[src/rtl/sdram_pattern_tester.sv]
// Self-test engine for the SDRAM controller command/read ports: fills a range
// with a pattern, reads it back, counts mismatches and captures the first one.
module sdram_pattern_tester #(
  parameter int                 ADDR_W     = 23,
  parameter int                 DATA_W     = 32,
  parameter logic [ADDR_W-1:0]  START_ADDR = '0,
  parameter logic [ADDR_W-1:0]  END_ADDR   = '1,
  parameter logic [DATA_W-1:0]  LFSR_TAPS  = DATA_W'(32'h80200003),
  parameter int                 ERR_W      = 16
) (
  input  logic                  clk,
  input  logic                  rst,
  input  logic                  start,
  input  logic                  abort,
  input  logic [1:0]            mode,
  input  logic                  phased,
  input  logic                  stop_on_err,
  input  logic [DATA_W-1:0]     seed,
  input  logic                  mem_cmd_ready,
  output logic                  mem_cmd_enable,
  output logic                  mem_cmd_wr,
  output logic [ADDR_W-1:0]     mem_cmd_address,
  output logic [DATA_W-1:0]     mem_cmd_data_in,
  output logic [DATA_W/8-1:0]   mem_cmd_byte_enable,
  input  logic [DATA_W-1:0]     mem_data_out,
  input  logic                  mem_data_out_ready,
  output logic                  busy,
  output logic                  done,
  output logic                  pass,
  output logic                  aborted,
  output logic [ERR_W-1:0]      err_count,
  output logic [ADDR_W-1:0]     first_err_addr,
  output logic [DATA_W-1:0]     first_err_exp,
  output logic [DATA_W-1:0]     first_err_act
);
  localparam logic [1:0] M_INCR = 2'd0, M_ADDR = 2'd1, M_WALK = 2'd2, M_LFSR = 2'd3;

  typedef enum logic [2:0] {S_IDLE, S_WR_REQ, S_RD_REQ, S_RD_WAIT, S_CMP, S_DONE} state_t;

  state_t              state;
  logic [ADDR_W-1:0]   addr;
  logic [DATA_W-1:0]   pat, seed_r, rd_data, expect_data;
  logic [1:0]          mode_r;
  logic                phased_r, stop_r, abort_pend, cmd_en, cmd_wr;
  logic                accept, mismatch, end_now;

  function automatic logic [DATA_W-1:0] pat_init(input logic [1:0] m, input logic [DATA_W-1:0] s);
    case (m)
      M_WALK:  pat_init = DATA_W'(1);
      M_LFSR:  pat_init = (s == '0) ? DATA_W'(1) : s;
      default: pat_init = s;
    endcase
  endfunction

  function automatic logic [DATA_W-1:0] pat_next(input logic [1:0] m, input logic [DATA_W-1:0] p);
    case (m)
      M_INCR:  pat_next = p + DATA_W'(1);
      M_WALK:  pat_next = {p[DATA_W-2:0], p[DATA_W-1]};
      M_LFSR:  pat_next = (p >> 1) ^ (p[0] ? LFSR_TAPS : '0);
      default: pat_next = p;
    endcase
  endfunction

  // Address mode derives data from the address; the other modes walk pat.
  assign expect_data         = (mode_r == M_ADDR) ? DATA_W'(addr) : pat;
  assign mismatch            = (rd_data != expect_data);
  assign accept              = cmd_en && mem_cmd_ready;
  assign end_now             = (stop_r && mismatch) || (addr == END_ADDR) || abort_pend || abort;
  assign mem_cmd_enable      = cmd_en;
  assign mem_cmd_wr          = cmd_wr;
  assign mem_cmd_address     = addr;
  assign mem_cmd_data_in     = expect_data;
  assign mem_cmd_byte_enable = {(DATA_W/8){busy}};

  always_ff @(posedge clk or negedge rst) begin
    if (!rst) begin
      state <= S_IDLE; addr <= '0; pat <= '0; seed_r <= '0; rd_data <= '0;
      mode_r <= '0; phased_r <= 1'b0; stop_r <= 1'b0; abort_pend <= 1'b0;
      cmd_en <= 1'b0; cmd_wr <= 1'b0; busy <= 1'b0; done <= 1'b0; pass <= 1'b0;
      aborted <= 1'b0; err_count <= '0; first_err_addr <= '0;
      first_err_exp <= '0; first_err_act <= '0;
    end else begin
      case (state)
        S_IDLE, S_DONE: if (start && !abort) begin
          mode_r <= mode; phased_r <= phased; stop_r <= stop_on_err; seed_r <= seed;
          pat <= pat_init(mode, seed); addr <= START_ADDR; abort_pend <= 1'b0;
          err_count <= '0; first_err_addr <= '0; first_err_exp <= '0; first_err_act <= '0;
          done <= 1'b0; pass <= 1'b0; aborted <= 1'b0; busy <= 1'b1;
          cmd_en <= 1'b1; cmd_wr <= 1'b1; state <= S_WR_REQ;
        end
        S_WR_REQ: begin
          if (accept && !abort) begin
            if (!phased_r) begin
              cmd_wr <= 1'b0; state <= S_RD_REQ;
            end else if (addr == END_ADDR) begin
              // Fill finished: rewind address and pattern for the verify pass.
              addr <= START_ADDR; pat <= pat_init(mode_r, seed_r);
              cmd_wr <= 1'b0; state <= S_RD_REQ;
            end else begin
              addr <= addr + ADDR_W'(1); pat <= pat_next(mode_r, pat);
            end
          end else if (abort) begin
            cmd_en <= 1'b0; busy <= 1'b0; done <= 1'b0 | 1'b1; aborted <= 1'b1;
            pass <= 1'b0; state <= S_DONE;
          end
        end
        S_RD_REQ: begin
          if (accept) begin
            cmd_en <= 1'b0; abort_pend <= abort; state <= S_RD_WAIT;
          end else if (abort) begin
            cmd_en <= 1'b0; busy <= 1'b0; done <= 1'b1; aborted <= 1'b1;
            pass <= 1'b0; state <= S_DONE;
          end
        end
        S_RD_WAIT: begin
          if (abort) abort_pend <= 1'b1;
          if (mem_data_out_ready) begin
            rd_data <= mem_data_out; state <= S_CMP;
          end
        end
        S_CMP: begin
          if (mismatch) begin
            if (!(&err_count)) err_count <= err_count + ERR_W'(1);
            if (err_count == '0) begin
              first_err_addr <= addr; first_err_exp <= expect_data; first_err_act <= rd_data;
            end
          end
          if (end_now) begin
            busy <= 1'b0; done <= 1'b1; aborted <= abort_pend || abort;
            pass <= !(abort_pend || abort) && (err_count == '0) && !mismatch;
            state <= S_DONE;
          end else begin
            addr <= addr + ADDR_W'(1); pat <= pat_next(mode_r, pat);
            cmd_en <= 1'b1; cmd_wr <= !phased_r;
            state <= phased_r ? S_RD_REQ : S_WR_REQ;
          end
        end
        default: state <= S_IDLE;
      endcase
    end
  end
endmodule

[config.mk]
export PLATFORM = sky130hd
export DESIGN_NAME = sdram_pattern_tester
export DESIGN_NICKNAME = d
export VERILOG_FILES = /design/src/rtl/sdram_pattern_tester.sv
export SDC_FILE = /design/constraint.sdc
export NUM_CORES = 1
export LEC_CHECK = 0
export CORE_MARGIN = 2
export CORE_UTILIZATION = 35
export DETAILED_ROUTE_END_ITERATION = 8
export PLACE_DENSITY_LB_ADDON = 0.12
export SETUP_SLACK_MARGIN = 0.2
export SYNTH_ARGS = -nofsm -noshare
export SYNTH_HDL_FRONTEND = slang
export SYNTH_SLANG_ARGS = --single-unit
[constraint.sdc]
create_clock -name clk -period 2.8 [get_ports clk]
set_input_delay 0.42 -clock clk [delete_from_list [all_inputs] [get_ports clk]]
set_output_delay 0.42 -clock clk [all_outputs]
set_load 0.03 [all_outputs]
==> metrics.txt <==
Worst EP arrival approximately 3.5 ns; Worst Setup Path Type reg2reg; top-area cell type share of the netlist area a little under half; Antenna Nets Post-Route 0; Rows 70; pre-CTS worst setup slack -0.4073 ns; clock sinks 236; net switching power 0.01052 W; clk_skew 0.01929 ns; post-synth top area cell dfrtp_1; Synth Register Bits 236; final instance area about 20000 um2; Period minus WS final about 3 ns; share of layout cells above drive strength 1 between 30 and 40%; mean post-synth cell area around 9.3 um2; register share of total power a little under a quarter; starting DRC count in detailed routing 1127; clock-pin slew on the worst setup and hold paths 0.06 ns; final critical-path share of the clock period 107.8%; gate count of the mapped netlist ~1400; cts bufs inserted 28; worst hold path type in2async; DRC 0; GR Util All Layers approximately 25%; Leak Pwr 9.054 nW; core area 36610 um2; Main synth FF type dfrtp_1; Final #Nets between 1500 and 2000; die width between 150 and 200 um; WHS 0.3619 ns; # IOs around 240; die area 38740 um2; Max-Slew Margin vs Limit approximately three fifths; Synth Net Count about 1500; Max Slew Vio Count 0; Post-Layout Cell Count 2357; Detailed Place HPWL ~35 mm; fillers 3320; pin count of the biggest net entering global routing 94; Port-buffer cells approximately 240; placed insts between 2000 and 2500; Logic pwr share a little over 60%; initial antenna violation count 0; Tightest Pin Transition 0.5905 ns; Post-Syn Area between 10000 and 15000 um2; CTS tree built; grt total ovfl 0; # diodes 0; Final setup viols 150; RD Place Congestion 0.9028; Routed WL ~50 mm; Die Span Y about 200 um; WL/cell 21.31 um; outcome complete, but fails checks; Critical Path Source mode_r[0]; sequential area share after synthesis between 40% and 50%; area post-placement roughly 18000 um2; H-Tree Depth 1; global-route wire length before repair 76.00 mm; asr flop ratio synth 100.0%; Clock Power Share 15.2%; max_cap viols 0; Util after Layout 55.67%; Int Pwr 0.01377 W; clock tree root buffer cell clkbuf_16; Vias ~13000; Initial Util between 30% and 40%; drt pass-1 iters 5; Worst Path Required between 3 and 4 ns; crit end category flop; endpoints failing hold 0; Post-synth EDFFs 0; Peak VDD IR 0.0005901 V; unrepaired setup endpoints after global routing true; CP Launch Type flop; clk buf depth 3; critical path fanouts, max 9; Max Freq 0.3313 GHz; failing checks negative setup slack; area grow syn2layout 56.59%; unique cell type count in the Yosys netlist 70; Clk Latency, worst-skew pair 0.56 ns; P per Cell Area around 1200 nW/um2; Setup WS post-layout -0.2184 ns; reg2reg start mode_r[0]; Yosys warning count 0; Sw Share between 40 and 50%; synth top area cells dfrtp_1 (45%), nand2_1 (6.5%), a22o_1 (6.3%); routed vias/inst between 5 and 6; vias in the first global route 12799
[logic make-up after synthesis]
logic type	Yosys count	synth area share, %
muxes	70	6.191
buffers and inverters	165	5.316
adders and majority gates	5	0.4615
and+or+nand+nor	486	17.97
AOI/OAI and AO/OA	405	22.40
xor gates and xnor gates	34	2.288
DFF	236	45.38
[flip-flops by register name, summed over array words and instances, names as in the netlist, 2 cells and up]
name	count
first_err_act	32
err_count	16
mode_r	2
seed_r	32
state	3
rd_data	32
pat	32
first_err_addr	23
mem_cmd_address	23
first_err_exp	32
[layer usage]
layer / GRT usage, % / vias to the layer above / wire length, um
li1: - / 6118 / -
met5: 0 / - / 0
met1: 36.72 / 6522 / 22880
met2: 38.44 / 506 / 22400
met4: 7.881 / 0 / 1451
met3: 3.850 / 80 / 3490
[worst paths after layout]
kind | cells past startpoint | to | slack, ns
max in group asynchronous | 3 | first_err_exp[27] | 1.56
worst min-delay path | 2 | first_err_addr[10] | 0.36
min in group clk | 3 | phased_r | 0.42
worst min register to register | 2 | seed_r[16] | 0.49
worst max register to register | 11 | pat[31] | -0.22
worst max-delay path | 11 | pat[31] | -0.22
[power groups by stage]
stage | combinational, W | clock (W) | sequential, W
2_1_floorplan | 0.00645 | 0 | 0.00627
3_3_place_gp | 0.0122 | 0 | 0.00567
3_5_place_dp | 0.0123 | 0 | 0.00569
4_1_cts | 0.0138 | 0.00377 | 0.00566
5_1_grt | 0.0159 | 0.00391 | 0.00584
6_report | 0.0149 | 0.00369 | 0.00569
[stage by stage]
step,total power [W],TNS [ns]
finish,0.02429,-21.90
global route,0.02564,-39.77
floorplan,0.01272,0
global placement,0.01790,-33.93
CTS,0.02320,-21.46
detailed placement,0.01803,-41.59
[synth_stat cells (22+ instances only)]
cell type and n:
clkbuf_1 89, nand4_1 27, nor2_1 65, dfrtp_1 236
a21oi_1 70, nand2_1 224, mux2i_1 26, inv_1 37
o21ai_0 72, buf_2 22, a22o_1 94, nand3_1 31
mux2_2 38
[timing repair]
| item | CTS | global route |
|---|---|---|
| hold buffers | 1 | 0 |
| pin swaps | 26 | 46 |
| buffers inserted | 19 | 12 |
| cloned | 14 | 8 |
| endpoints found under the setup margin | 182 | 181 |
| gates resized for setup | 133 | 149 |
| hold endpoints to repair | 45 | 0 |
[critical path: stages, from the launching register on]
cell       delay [ns]
dfrtp_1          0.42
nor2b_4          0.18
a2111oi_0        0.45
o22ai_1          0.16
a2111oi_2        0.24
buf_4            0.18
nand3_4          0.11
buf_6            0.17
o31a_4           0.35
buf_16           0.18
buf_12           0.13
o32a_1           0.33
[cell type report]
class / instances / area [um2] / share of cell area [%]
clock buffers: 37 / 795.8 / 3.904
clock inverters: 12 / 127.6 / 0.6262
inverters: 38 / 142.6 / 0.6999
multi-input cells: 1002 / 7207 / 35.36
flip-flops and latches: 236 / 5909 / 29.00
well taps: 468 / 585.6 / 2.873
repair buffers: 564 / 5613 / 27.54
[cells in the final DEF (no fill, tap or decap), types with 8 or more instances in the layout]
cell	netlist	layout
buf_4	6	261
dfrtp_1	236	233
nand2_1	224	213
clkdlybuf4s50_1	0	208
a22o_1	94	94
nor2_1	65	60
a21oi_1	70	45
o21ai_0	72	40
clkbuf_16	0	38
inv_1	37	37
mux2_2	38	37
nand4_1	27	27
nand3_1	31	27
buf_6	3	27
buf_12	0	27
o21ai_1	4	22
mux2i_1	26	21
a21oi_2	0	19
nor4_1	20	18
xor2_1	17	17
nor3_1	19	16
a22oi_1	17	16
a221oi_1	15	15
xnor2_1	17	12
o21ai_2	0	12
and2_1	10	11
o211ai_1	11	11
a31oi_1	13	11
nor2b_1	11	11
or4_1	19	11
and3_1	10	10
or3_1	17	10
buf_16	0	10
o22ai_1	10	9
o22a_1	9	9
buf_8	0	9
or4_4	0	8
(Power assumes the default switching activity.)
